==> src/rtl/health_controller_pkg.sv <==
// Shared definitions for the fighter health controller: FSM states, winner codes,
// field widths and the saturating damage helper.
package health_controller_pkg;

  localparam int unsigned HealthW = 9;
  localparam int unsigned DmgW    = 6;

  typedef enum logic [1:0] {
    StIdle   = 2'b00,
    StFight  = 2'b01,
    StKoWait = 2'b10,
    StKo     = 2'b11
  } state_e;

  localparam logic [1:0] WinNone  = 2'b00;
  localparam logic [1:0] WinLeft  = 2'b01;
  localparam logic [1:0] WinRight = 2'b10;
  localparam logic [1:0] WinDraw  = 2'b11;

  // Health minus damage, clamped at zero; damage is zero-extended to health width.
  function automatic logic [HealthW-1:0] sat_sub(input logic [HealthW-1:0] health,
                                                 input logic [DmgW-1:0]    dmg);
    logic [HealthW-1:0] dmg_ext;
    dmg_ext = {{(HealthW - DmgW){1'b0}}, dmg};
    return (health > dmg_ext) ? (health - dmg_ext) : '0;
  endfunction

endpackage

==> src/rtl/health_controller_if.sv <==
// Bundle of combat-logic inputs, status-bar feedback and game-FSM outputs.
interface health_controller_if;
  import health_controller_pkg::*;

  logic               round_start;
  logic               hit_l;
  logic [DmgW-1:0]    dmg_l;
  logic               hit_r;
  logic [DmgW-1:0]    dmg_r;
  logic [HealthW-1:0] final_health_l;
  logic [HealthW-1:0] final_health_r;
  logic [HealthW-1:0] curr_health_l;
  logic [HealthW-1:0] curr_health_r;
  logic               hit_taken_l;
  logic               hit_taken_r;
  logic               round_active;
  logic               ko;
  logic [1:0]         winner;

  // Driver side (combat logic / status bar / game FSM).
  modport master (
    output round_start, hit_l, dmg_l, hit_r, dmg_r, final_health_l, final_health_r,
    input  curr_health_l, curr_health_r, hit_taken_l, hit_taken_r, round_active, ko, winner
  );

  // Health controller side.
  modport slave (
    input  round_start, hit_l, dmg_l, hit_r, dmg_r, final_health_l, final_health_r,
    output curr_health_l, curr_health_r, hit_taken_l, hit_taken_r, round_active, ko, winner
  );
endinterface

==> src/rtl/health_controller_invuln_timer.sv <==
// Per-side post-hit invulnerability: decides whether a hit is accepted and, when it is,
// blocks further hits for INVULN_CYCLES clock cycles.
module health_controller_invuln_timer #(
  parameter int unsigned INVULN_CYCLES = 25_000_000
) (
  input  logic clk,
  input  logic rst_n,
  input  logic clear,   // new round: drop any pending invulnerability
  input  logic enable,  // hits only count while fighting
  input  logic hit,
  output logic accept
);

  logic [31:0] cnt_q;

  // A hit lands only when enabled and the side is not invulnerable.
  always_comb begin
    accept = enable && hit && (cnt_q == 32'd0);
  end

  // Load on an accepted hit, otherwise count down to zero.
  always_ff @(posedge clk) begin
    if (!rst_n) begin
      cnt_q <= 32'd0;
    end else if (clear) begin
      cnt_q <= 32'd0;
    end else if (accept) begin
      cnt_q <= 32'(INVULN_CYCLES);
    end else if (cnt_q != 32'd0) begin
      cnt_q <= cnt_q - 32'd1;
    end
  end

endmodule

==> src/rtl/health_controller.sv <==
// Fighter health controller: applies damage, tracks the round FSM, latches the winner
// and holds KO until the status bar drain animation reaches zero (or times out).
module health_controller
  import health_controller_pkg::*;
#(
  parameter logic [HealthW-1:0] MAX_HEALTH    = 9'd100,
  parameter int unsigned        INVULN_CYCLES = 25_000_000,
  parameter int unsigned        KO_TIMEOUT    = 300_000_000
) (
  input logic               clk,
  input logic               rst_n,
  health_controller_if.slave bus
);

  state_e             state_q;
  logic [HealthW-1:0] health_l_q, health_r_q;
  logic [HealthW-1:0] health_l_d, health_r_d;
  logic               hit_taken_l_q, hit_taken_r_q;
  logic               round_active_q, ko_q;
  logic [1:0]         winner_q;
  logic [31:0]        ko_cnt_q;

  logic accept_l, accept_r;
  logic new_round, in_fight, ko_done, ko_timeout;

  always_comb begin
    new_round = bus.round_start && ((state_q == StIdle) || (state_q == StKo));
    in_fight  = (state_q == StFight);
  end

  health_controller_invuln_timer #(
    .INVULN_CYCLES(INVULN_CYCLES)
  ) u_invuln_l (
    .clk   (clk),
    .rst_n (rst_n),
    .clear (new_round),
    .enable(in_fight),
    .hit   (bus.hit_l),
    .accept(accept_l)
  );

  health_controller_invuln_timer #(
    .INVULN_CYCLES(INVULN_CYCLES)
  ) u_invuln_r (
    .clk   (clk),
    .rst_n (rst_n),
    .clear (new_round),
    .enable(in_fight),
    .hit   (bus.hit_r),
    .accept(accept_r)
  );

  // Post-hit health and KO release conditions.
  always_comb begin
    health_l_d = accept_l ? sat_sub(health_l_q, bus.dmg_l) : health_l_q;
    health_r_d = accept_r ? sat_sub(health_r_q, bus.dmg_r) : health_r_q;
    // Only a side that was knocked out has to wait for its bar to drain.
    ko_done    = ((health_l_q != '0) || (bus.final_health_l == '0)) &&
                 ((health_r_q != '0) || (bus.final_health_r == '0));
    ko_timeout = (ko_cnt_q == 32'(KO_TIMEOUT - 1));
  end

  // Round FSM with registered outputs, health registers and winner latch.
  always_ff @(posedge clk) begin
    if (!rst_n) begin
      state_q        <= StIdle;
      health_l_q     <= MAX_HEALTH;
      health_r_q     <= MAX_HEALTH;
      hit_taken_l_q  <= 1'b0;
      hit_taken_r_q  <= 1'b0;
      round_active_q <= 1'b0;
      ko_q           <= 1'b0;
      winner_q       <= WinNone;
      ko_cnt_q       <= 32'd0;
    end else begin
      hit_taken_l_q <= 1'b0;
      hit_taken_r_q <= 1'b0;
      unique case (state_q)
        StIdle, StKo: begin
          if (bus.round_start) begin
            state_q        <= StFight;
            health_l_q     <= MAX_HEALTH;
            health_r_q     <= MAX_HEALTH;
            winner_q       <= WinNone;
            round_active_q <= 1'b1;
            ko_q           <= 1'b0;
          end
        end
        StFight: begin
          health_l_q    <= health_l_d;
          health_r_q    <= health_r_d;
          hit_taken_l_q <= accept_l;
          hit_taken_r_q <= accept_r;
          if ((health_l_d == '0) || (health_r_d == '0)) begin
            state_q        <= StKoWait;
            round_active_q <= 1'b0;
            ko_cnt_q       <= 32'd0;
            // Bit 1 set when left is down (right wins), bit 0 when right is down.
            winner_q       <= {health_l_d == '0, health_r_d == '0};
          end
        end
        StKoWait: begin
          if (ko_done || ko_timeout) begin
            state_q <= StKo;
            ko_q    <= 1'b1;
          end else begin
            ko_cnt_q <= ko_cnt_q + 32'd1;
          end
        end
        default: state_q <= StIdle;
      endcase
    end
  end

  assign bus.curr_health_l = health_l_q;
  assign bus.curr_health_r = health_r_q;
  assign bus.hit_taken_l   = hit_taken_l_q;
  assign bus.hit_taken_r   = hit_taken_r_q;
  assign bus.round_active  = round_active_q;
  assign bus.ko            = ko_q;
  assign bus.winner        = winner_q;

endmodule
==> src/flat_wrapper.sv <==
// flat-port wrapper written by rule: the top's interface ports become plain ports
module health_controller_flat import health_controller_pkg::*;
#(
  parameter logic [HealthW-1:0] MAX_HEALTH    = 9'd100,
  parameter int unsigned        INVULN_CYCLES = 25_000_000,
  parameter int unsigned        KO_TIMEOUT    = 300_000_000
)
  (clk, rst_n, bus_round_start, bus_hit_l, bus_dmg_l, bus_hit_r, bus_dmg_r, bus_final_health_l, bus_final_health_r, bus_curr_health_l, bus_curr_health_r, bus_hit_taken_l, bus_hit_taken_r, bus_round_active, bus_ko, bus_winner);
  health_controller_if bus_i ();
  input logic clk;
  input logic rst_n;
  input wire logic [$bits(bus_i.round_start)-1:0] bus_round_start;
  input wire logic [$bits(bus_i.hit_l)-1:0] bus_hit_l;
  input wire logic [$bits(bus_i.dmg_l)-1:0] bus_dmg_l;
  input wire logic [$bits(bus_i.hit_r)-1:0] bus_hit_r;
  input wire logic [$bits(bus_i.dmg_r)-1:0] bus_dmg_r;
  input wire logic [$bits(bus_i.final_health_l)-1:0] bus_final_health_l;
  input wire logic [$bits(bus_i.final_health_r)-1:0] bus_final_health_r;
  output wire logic [$bits(bus_i.curr_health_l)-1:0] bus_curr_health_l;
  output wire logic [$bits(bus_i.curr_health_r)-1:0] bus_curr_health_r;
  output wire logic [$bits(bus_i.hit_taken_l)-1:0] bus_hit_taken_l;
  output wire logic [$bits(bus_i.hit_taken_r)-1:0] bus_hit_taken_r;
  output wire logic [$bits(bus_i.round_active)-1:0] bus_round_active;
  output wire logic [$bits(bus_i.ko)-1:0] bus_ko;
  output wire logic [$bits(bus_i.winner)-1:0] bus_winner;
  assign bus_i.round_start = bus_round_start;
  assign bus_i.hit_l = bus_hit_l;
  assign bus_i.dmg_l = bus_dmg_l;
  assign bus_i.hit_r = bus_hit_r;
  assign bus_i.dmg_r = bus_dmg_r;
  assign bus_i.final_health_l = bus_final_health_l;
  assign bus_i.final_health_r = bus_final_health_r;
  assign bus_curr_health_l = bus_i.curr_health_l;
  assign bus_curr_health_r = bus_i.curr_health_r;
  assign bus_hit_taken_l = bus_i.hit_taken_l;
  assign bus_hit_taken_r = bus_i.hit_taken_r;
  assign bus_round_active = bus_i.round_active;
  assign bus_ko = bus_i.ko;
  assign bus_winner = bus_i.winner;
  health_controller #(.MAX_HEALTH(MAX_HEALTH), .INVULN_CYCLES(INVULN_CYCLES), .KO_TIMEOUT(KO_TIMEOUT)) u_core (.clk(clk), .rst_n(rst_n), .bus(bus_i));
endmodule
==> config.mk <==
export PLATFORM = sky130hd
export DESIGN_NAME = health_controller_flat
export DESIGN_NICKNAME = d
export VERILOG_FILES = /design/src/rtl/health_controller_pkg.sv /design/src/rtl/health_controller_if.sv /design/src/rtl/health_controller_invuln_timer.sv /design/src/rtl/health_controller.sv /design/src/flat_wrapper.sv
export SDC_FILE = /design/constraint.sdc
export NUM_CORES = 1
export LEC_CHECK = 0
export ABC_AREA = 1
export BUFFER_PORTS_ARGS = -buffer_cell sky130_fd_sc_hd__clkbuf_2
export CAP_MARGIN = 20
export CORE_MARGIN = 5
export CORE_UTILIZATION = 30
export CTS_CLUSTER_SIZE = 8
export DETAILED_ROUTE_END_ITERATION = 8
export PLACE_DENSITY_LB_ADDON = 0.25
export SETUP_SLACK_MARGIN = 0.4
export SYNTH_ARGS = -nofsm -noshare
export SYNTH_HDL_FRONTEND = slang
export SYNTH_SLANG_ARGS = --single-unit
==> constraint.sdc <==
create_clock -name clk -period 3 [get_ports clk]
set_clock_uncertainty 0.15 [all_clocks]
set_input_delay 0.3 -clock clk [delete_from_list [all_inputs] [get_ports clk]]
set_output_delay 0.3 -clock clk [all_outputs]
set_load 0.02 [all_outputs]
==> results.txt, run 1 <==
- After Yosys synthesis, full adders, half adders and majority gates account for between 3 and 4% of the synthesized area.
* Worst setup EP type: register
- Setup repair after global routing could not meet its margin everywhere.
* Top cell by count, worst path: nand2_1
* DPL Wire Length: 16.7 mm
* Post-route fraction of the period consumed by the critical path: 91.6%
* Worst vdd rail ir drop: around 470 uV
- Clk sinks: about 120
- Fin. Hold Viols: 0
- Net Sw Frac: approximately 44%
- After synthesis, the mean cell area works out to around 6.3 um2.
- Start point of the critical path: u_core.bus.curr_health_r[0]
- Floorplan die width: roughly 170 um
* Initial cell density of the core: between 30% and 40%
* Largest stage delay on the critical path: 0.42 ns
- Detailed-route DRC error count: 0
* Kind of critical path: register to register
- Once detail routing completed, the nets flagged for antenna violations numbered 0.
- Leakage power: 0.00473 uW
- Along the worst hold path, the cell count comes to 5.
* Number of antenna violations at the first check in global routing: 0
* Io pins: 59
* Remaining global-route overflow: 0
* Portion of netlist area occupied by mux cells: 0%
- Maximum fanout encountered on the critical timing path: 5
- In this run the top signal layer used is met4.
* Count of buffers inserted at the top-level ports: 58
- Number of global-route vias before repair: a little over 8000
* Maximum buffer depth of the clock tree: 2
- Of the cells placed in the final design, the portion with a size suffix greater than 1 is 25.6%.
* Xor and xnor fraction of the mapped netlist area: under 10%
- The synthesized design contains roughly 120 register bits.
- Wires add up to 23.7 mm.
* Standard cell core area: ~0.026 mm2
- Fraction of the mapped netlist area in compound gates: a little under an eighth
- The share of total power dissipated in sequential elements is 21.9%.
* Transition at the pin with the smallest max-transition slack: roughly 0.76 ns
- Total global routing track utilization: 15.3%
- Synthesized net count: about 1300
- HP Class: primary input to register
* Setup-failing EPs final: 0
- By area the synthesized netlist is led by dfxtp_1, nand2_1, nor2_1, nand3_1, inv_1.
- Length of the first detailed-routing pass in iterations: 5
- Of all flip-flops after synthesis, the portion carrying an async set or reset was 0%.
- After synthesis, the largest family of logic cells by area is simple AND/OR/NAND/NOR gates.
* Kind of cell with the highest combined delay on the critical path: simple AND/OR/NAND/NOR gates
* Sequential cell area fraction in the yosys report: between 30 and 40%
- Die footprint: ~0.030 mm2
- Layout overhead on the synthesized area: 32.6%
* Commonest cells post-synth: nand2_1, nor2_1, inv_1
- Fin nets: between 1000 and 1500
* Number of buffers created by CTS: 17
* Terminus of the critical flop-to-flop path: u_core.ko_cnt_q[27]
- Final core utilization: ~41%
- Together, buffers and inverters on the worst path number 5.
- The congestion estimate from routability-driven global placement came to 0.827.
- After layout, the minimum clock period comes to roughly 2.7 ns.
- Achievable clock frequency: between 300 and 400 MHz
- Entering global routing, the biggest net connects 37 pins.
- In the routed layout, each cell is associated on average with a via count of a little under 5.
- Post-Syn Area: 0.00800 mm2
- The number of pins exceeding their max-slew limit in the final report was 0.
- The number of antenna diodes in the final layout is 0.
- DRT iter0 DRCs: a little under 600
* Simple logic cell fraction of the synthesized area: 42.3%
- Outcome: complete, no violations
- The most common cell in the synthesized netlist is nand2_1.
- Cell Int Power: around 6000 uW
- Vertical die dimension: between 150 and 200 um
- In the final routed layout, each cell accounts on average for between 10 and 15 um.
- Count of max-cap constraint violations: 0
- Number of synthesized flops with an enable pin: 0
- Of the total power, combinational logic draws 58.8%.
- The first global-routing pass estimated roughly 40 mm of wire.
- Clock Pin Slew Worst Setup and Hold Paths: ~0.060 ns
* Unique masters post-synth: 44
* Total number of H-tree levels: 4
* Crit. path cell count: 21
* Pwr per Cell Area: 1040 mW/mm2
* Worst Setup EP: u_core.ko_cnt_q[27]
* Worst-skew pair later-pin latency: around 0.42 ns
- Total negative setup slack: 0 ns
* Fillers: around 2800
- Area leader, netlist: dfxtp_1
- Met2 WL: between 10 and 15 mm
- Warnings from Yosys: 0
* Area fraction of the dominant cell type after synthesis: a little over 30%
- CP Cell Sequence: inv_2 -> ha_4 -> inv_4 -> fa_2 -> nand3_4 -> nand2_4 -> nand2_2 -> nand3_1 -> nand2_1 -> nor2_1 -> nand2_1 -> nand2_1 -> nor2_2 -> nand3_4 -> nand3_4 -> buf_12 -> buf_12 -> clkbuf_16 -> nand3_1 -> nand2_1 -> nor2_1
- R2R Path Start: u_core.bus.curr_health_r[0]
- On the critical path, the stage with the largest delay is an instance of fa_2.
- Per report_power, the clock group accounts for between 10% and 20% of the total.
- Counting cells, the worst reg-to-reg path comes to 21.
* Worst EP required: roughly 3.2 ns
- Switching power of the nets: slightly below 5000 uW
- Summed over all nets, wire length on met3 after detailed routing comes to about 760 um.
* Root Buffer Master: clkbuf_16
* Number of core rows: 59
- After layout, the design draws a total of approximately 11000 uW.
- Slack of the worst reg-to-reg path: ~0.25 ns
* Remaining max-slew budget at the tightest pin: about half
- Summing over every cut layer, the via total after detailed routing is approximately 8400.
* Type of element launching the critical path: register
* Routed met1 length: approximately 11 mm
- Data on the critical path arrives at its endpoint at 2.91 ns.
* Prevailing post-synth register cell: dfxtp_1
- The cell count after synthesis came out at about 1300.
* CTS tree: built
## placed cells by master (no fill, tap or decap), types with 6 or more instances in the layout
cell type  Yosys  final
nand2_2        7     19
nand3_1      113     99
xnor2_1       12     11
nor2_4         7     12
ha_1          19      6
a21oi_2       22     31
o21ai_0       32     32
clkbuf_2       0     58
dfxtp_2        0      7
nor4_1        13     13
nand4_1       24     24
nand3b_1      11     11
nand2_1      299    280
nor2_2        14     38
buf_16         0      6
nand3_2        1     11
buf_4          1     73
a21oi_1       73     63
nand2_4        5     12
nor3_1        33     29
ha_4           0     11
buf_12         2      8
dfxtp_1      122    115
a211oi_1       7      7
o211ai_1       8      8
nor2_1       209    180
or2_2         13     13
inv_1        144    135
inv_2          1      8
xor2_1        15     15
clkbuf_16      0     19
## cell families after synthesis
kind of cell	Yosys count
buffers and inverters	176
and+or+nand+nor	757
AOI/OAI and AO/OA	157
adders and majority gates	21
xor gates and xnor gates	27
DFF	122
## stage by stage
step	hold WS [ns]	worst slack, ns	area (um2)	std cells
after global placement	0.301	0.144	8910	1666
after CTS	0.169	0.304	10100	1725
final	0.194	0.252	10600	1745
after detailed placement	0.325	0.122	8910	1666
after global routing	0.217	0.0824	10600	1745
after floorplan	0.271	0.422	8000	1260
## power groups by stage
| stage | registers, uW | clock network [uW] | logic [uW] |
|---|---|---|---|
| global placement | 2400 | 0 | 5250 |
| global route | 2480 | 2230 | 7230 |
| detailed placement | 2400 | 0 | 5310 |
| finish | 2420 | 2120 | 6480 |
| CTS | 2390 | 2160 | 5920 |
| floorplan | 2380 | 0 | 4100 |
## routing by layer
metal  up-vias  global-route usage [%]
li1       4394                       -
met1      3891                    20.0
met2       129                    25.6
met3        31                    2.64
met4         0                    5.09
met5         -                       0
## state kept, by name, indices dropped and copies added (netlist names)
signal and cells:
u_core.ko_cnt_q 32, u_core.u_invuln_r.cnt_q 32, u_core.bus.hit_taken_r 1, u_core.bus.ko 1, u_core.bus.curr_health_l 9, u_core.bus.winner 2
u_core.u_invuln_l.cnt_q 32, u_core.state_q 2, u_core.bus.round_active 1, u_core.bus.curr_health_r 9, u_core.bus.hit_taken_l 1
## how the worst min path moves through the flow
stage / start / endpoint
2_1_floorplan: rst_n / u_core.ko_cnt_q[1]
3_3_place_gp: u_core.u_invuln_l.cnt_q[0] / u_core.u_invuln_l.cnt_q[0]
3_5_place_dp: u_core.u_invuln_l.cnt_q[0] / u_core.u_invuln_l.cnt_q[0]
4_1_cts: bus_round_start / u_core.bus.round_active
5_1_grt: bus_round_start / u_core.bus.round_active
6_report: bus_round_start / u_core.bus.round_active
## final cells by class
type | instances | area (um2) | share of cell area [%]
timing repair buffer | 149 | 1240 | 11.7
clock inverter | 11 | 144 | 1.36
sequential | 122 | 2450 | 23.1
tap | 335 | 419 | 3.95
inverter | 146 | 554 | 5.23
multi-input combinational | 962 | 5350 | 50.4
clock buffer | 20 | 457 | 4.31
## what timing repair did
action / CTS / global route
cloned: 6 / 2
hold buffers: 0 / 0
buffers inserted: 22 / 18
pin swaps: 14 / 54
resized for setup: 53 / 86
endpoints found under the setup margin: 37 / 52
## worst min-delay path, cell delays in order
cell	delay, ns
clkbuf_2	0.11
nand2_1	0.10
nor2_1	0.07
inv_1	0.07
a21oi_2	0.05
Power figures use the tool's default switching activity.
==> run 2, diff against run 1 <==
--- a/config.mk
+++ b/config.mk
@@ -12,6 +12,7 @@
 export CORE_UTILIZATION = 30
 export CTS_CLUSTER_SIZE = 8
 export DETAILED_ROUTE_END_ITERATION = 8
+export MAX_ROUTING_LAYER = met4
 export PLACE_DENSITY_LB_ADDON = 0.25
 export SETUP_SLACK_MARGIN = 0.4
 export SYNTH_ARGS = -nofsm -noshare
==> results.txt, run 2 (synthesis gave the netlist of run 1 again) <==
- Cells fill between 40% and 50% of the core in the end.
- Remaining global-route overflow: 0
* Critical hold path startpoint: bus_round_start
- Worst-skew pair later-pin latency: 0.42 ns
- Count of max-cap constraint violations: 0
- Leading cell types in the layout, fill and taps excluded: nand2_1, nor2_1, inv_1, dfxtp_1, nand3_1
* Pwr per Cell Area: roughly 1000 mW/mm2
- In this run the cell area measured after placement is ~0.0089 mm2.
- Setup violations remaining at the end of the flow were counted as 0.
- Number of nets still failing antenna checks after routing: 0
* Ant diodes: 0
- Layout overhead on the synthesized area: 32.5%
* Post-detailed-routing wire length: between 20 and 25 mm
- The floorplan has 59 rows.
- Most frequent standard cell in the layout excluding fill and tap cells: nand2_1
- In this run, CTS created clock tree buffers numbering 17.
- The region available for standard cell placement spans 0.0261 mm2.
- In the final design database the tool counted 1453 nets.
* Detailed-route DRC error count: 0
- Post-route fraction of the period consumed by the critical path: 91.6%
- Entering global routing, the biggest net connects 37 pins.
* Achievable clock frequency: roughly 360 MHz
- The initial antenna violation count was 0.
- Maximum buffer depth of the clock tree: 2
- Of the cells placed in the final design, the portion with a size suffix greater than 1 is between 20 and 30%.
- Final count of pins violating max slew: 0
- Clk sinks: 122
* Total negative setup slack: 0 ns
- The critical path is of the register to register type.
- DRT iter0 DRCs: 556
* Hold-fix buffers, CTS: 0
- Total global routing track utilization: between 15 and 20%
- Remaining max-slew budget at the tightest pin: between 40% and 50%
- The count of final hold-check violations came to 0.
* Die footprint: roughly 0.03 mm2
- Total number of H-tree levels: 4
- Worst setup EP type: register
- Root Buffer Master: clkbuf_16
- The number of global-route vias before repair is 8048.
- The floorplan step set the die width to approximately 170 um.
- Power, Total: around 11000 uW
- Start point of the critical path: u_core.bus.curr_health_r[0]
- Number of vias in the routed layout: 8429
- Top Registers: u_core.ko_cnt_q: 32 flops, u_core.u_invuln_l.cnt_q: 32 flops, u_core.u_invuln_r.cnt_q: 32 flops
- Crit path arrival time: 2.91 ns
- CTS tree: built
- In the final routed layout, each cell accounts on average for roughly 14 um.
* Global placement routability congestion: between 0.8 and 0.9
- Port buffering added 58 buffers.
* Leakage power: 0.00473 uW
- Type of element launching the critical path: register
* Clock Pin Slew Worst Setup and Hold Paths: 0.06 ns
* R2R Path Start: u_core.bus.curr_health_r[0]
- Clock period minus final worst setup slack: around 2.7 ns
- HP Class: primary input to register
- Summed over all nets, the half-perimeter wirelength after detailed placement is 16.7 mm.
- In this run the worst path has a maximum fanout of 5.
- The die is around 170 um tall.
- Mean number of vias per cell: a little under 5
* Transition at the pin with the smallest max-transition slack: slightly below 0.8 ns
- The first global-routing pass estimated between 30 and 40 mm of wire.
* Worst EP required: approximately 3.2 ns
- In this run the count of I/O pins placed on the die edge is 59.
- Initial cell density of the core: between 30 and 40%
- The run finished with clean final reports.
- Setup repair after global routing could not meet its margin everywhere.
- Length of the first detailed-routing pass in iterations: 4
* Worst vdd rail ir drop: 462 uV
- Post-route cell area: roughly 0.011 mm2
[run 2: cell types whose count changed in the layout (fill, tap and decap cells not counted), sizes merged]
cell / before / now
buf: 89 / 88
[run 2: final cells by class]
class / instances / area (um2)
Tap cell: 335 / 419
Clock inverter: 11 / 144
Multi-Input combinational cell: 962 / 5350
Fill cell: 2770 / 15500
Sequential cell: 122 / 2450
Timing Repair Buffer: 148 / 1230
Inverter: 146 / 554
Clock buffer: 20 / 457
[run 2: routing by layer]
| layer | wire (um) | track usage, % |
|---|---|---|
| met1 | 11400 | 20.1 |
| met2 | 11000 | 25.6 |
| met3 | 724 | 2.70 |
| met4 | 452 | 4.59 |
| met5 | 0 | - |
[run 2: timing repair]
action | CTS | global route
setup endpoints to repair | 37 | 52
hold endpoints to repair | 0 | 0
gates cloned | 6 | 2
gates resized for setup | 53 | 86
pin swaps | 14 | 54
setup buffers | 22 | 17
[run 2: stage by stage]
step	instances	hold WS (ns)	setup slack [ns]
2_1_floorplan	1260	0.271	0.422
3_3_place_gp	1666	0.301	0.144
3_5_place_dp	1666	0.325	0.122
4_1_cts	1725	0.169	0.304
5_1_grt	1744	0.216	0.0824
6_report	1744	0.197	0.251
[run 2: final timing paths]
check                                     to  cells after the start  slack (ns)
hold reg to reg   u_core.u_invuln_l.cnt_q[0]                      2        0.33
setup reg to reg         u_core.ko_cnt_q[27]                     21        0.25
setup / recovery         u_core.ko_cnt_q[27]                     21        0.25
hold / removal       u_core.bus.round_active                      5        0.20
[run 2: power by group]
group          internal (uW)  switching [uW]
Combinational           2760            3690
Clock                   1350             777
Sequential              2010             404
[run 2: worst max-delay path, stage by stage, from the launching register on]
cell	delay (ns)
dfxtp_2	0.32
inv_2	0.07
ha_4	0.14
inv_4	0.04
fa_2	0.42
nand3_4	0.11
nand2_4	0.07
nand2_2	0.07
nand3_1	0.06
nand2_1	0.08
nor2_1	0.05
nand2_1	0.05
nand2_1	0.07
nor2_2	0.20
nand3_4	0.11
nand3_4	0.08
buf_12	0.12
buf_12	0.14
clkbuf_16	0.15
nand3_1	0.06
nand2_1	0.06
nor2_1	0.04
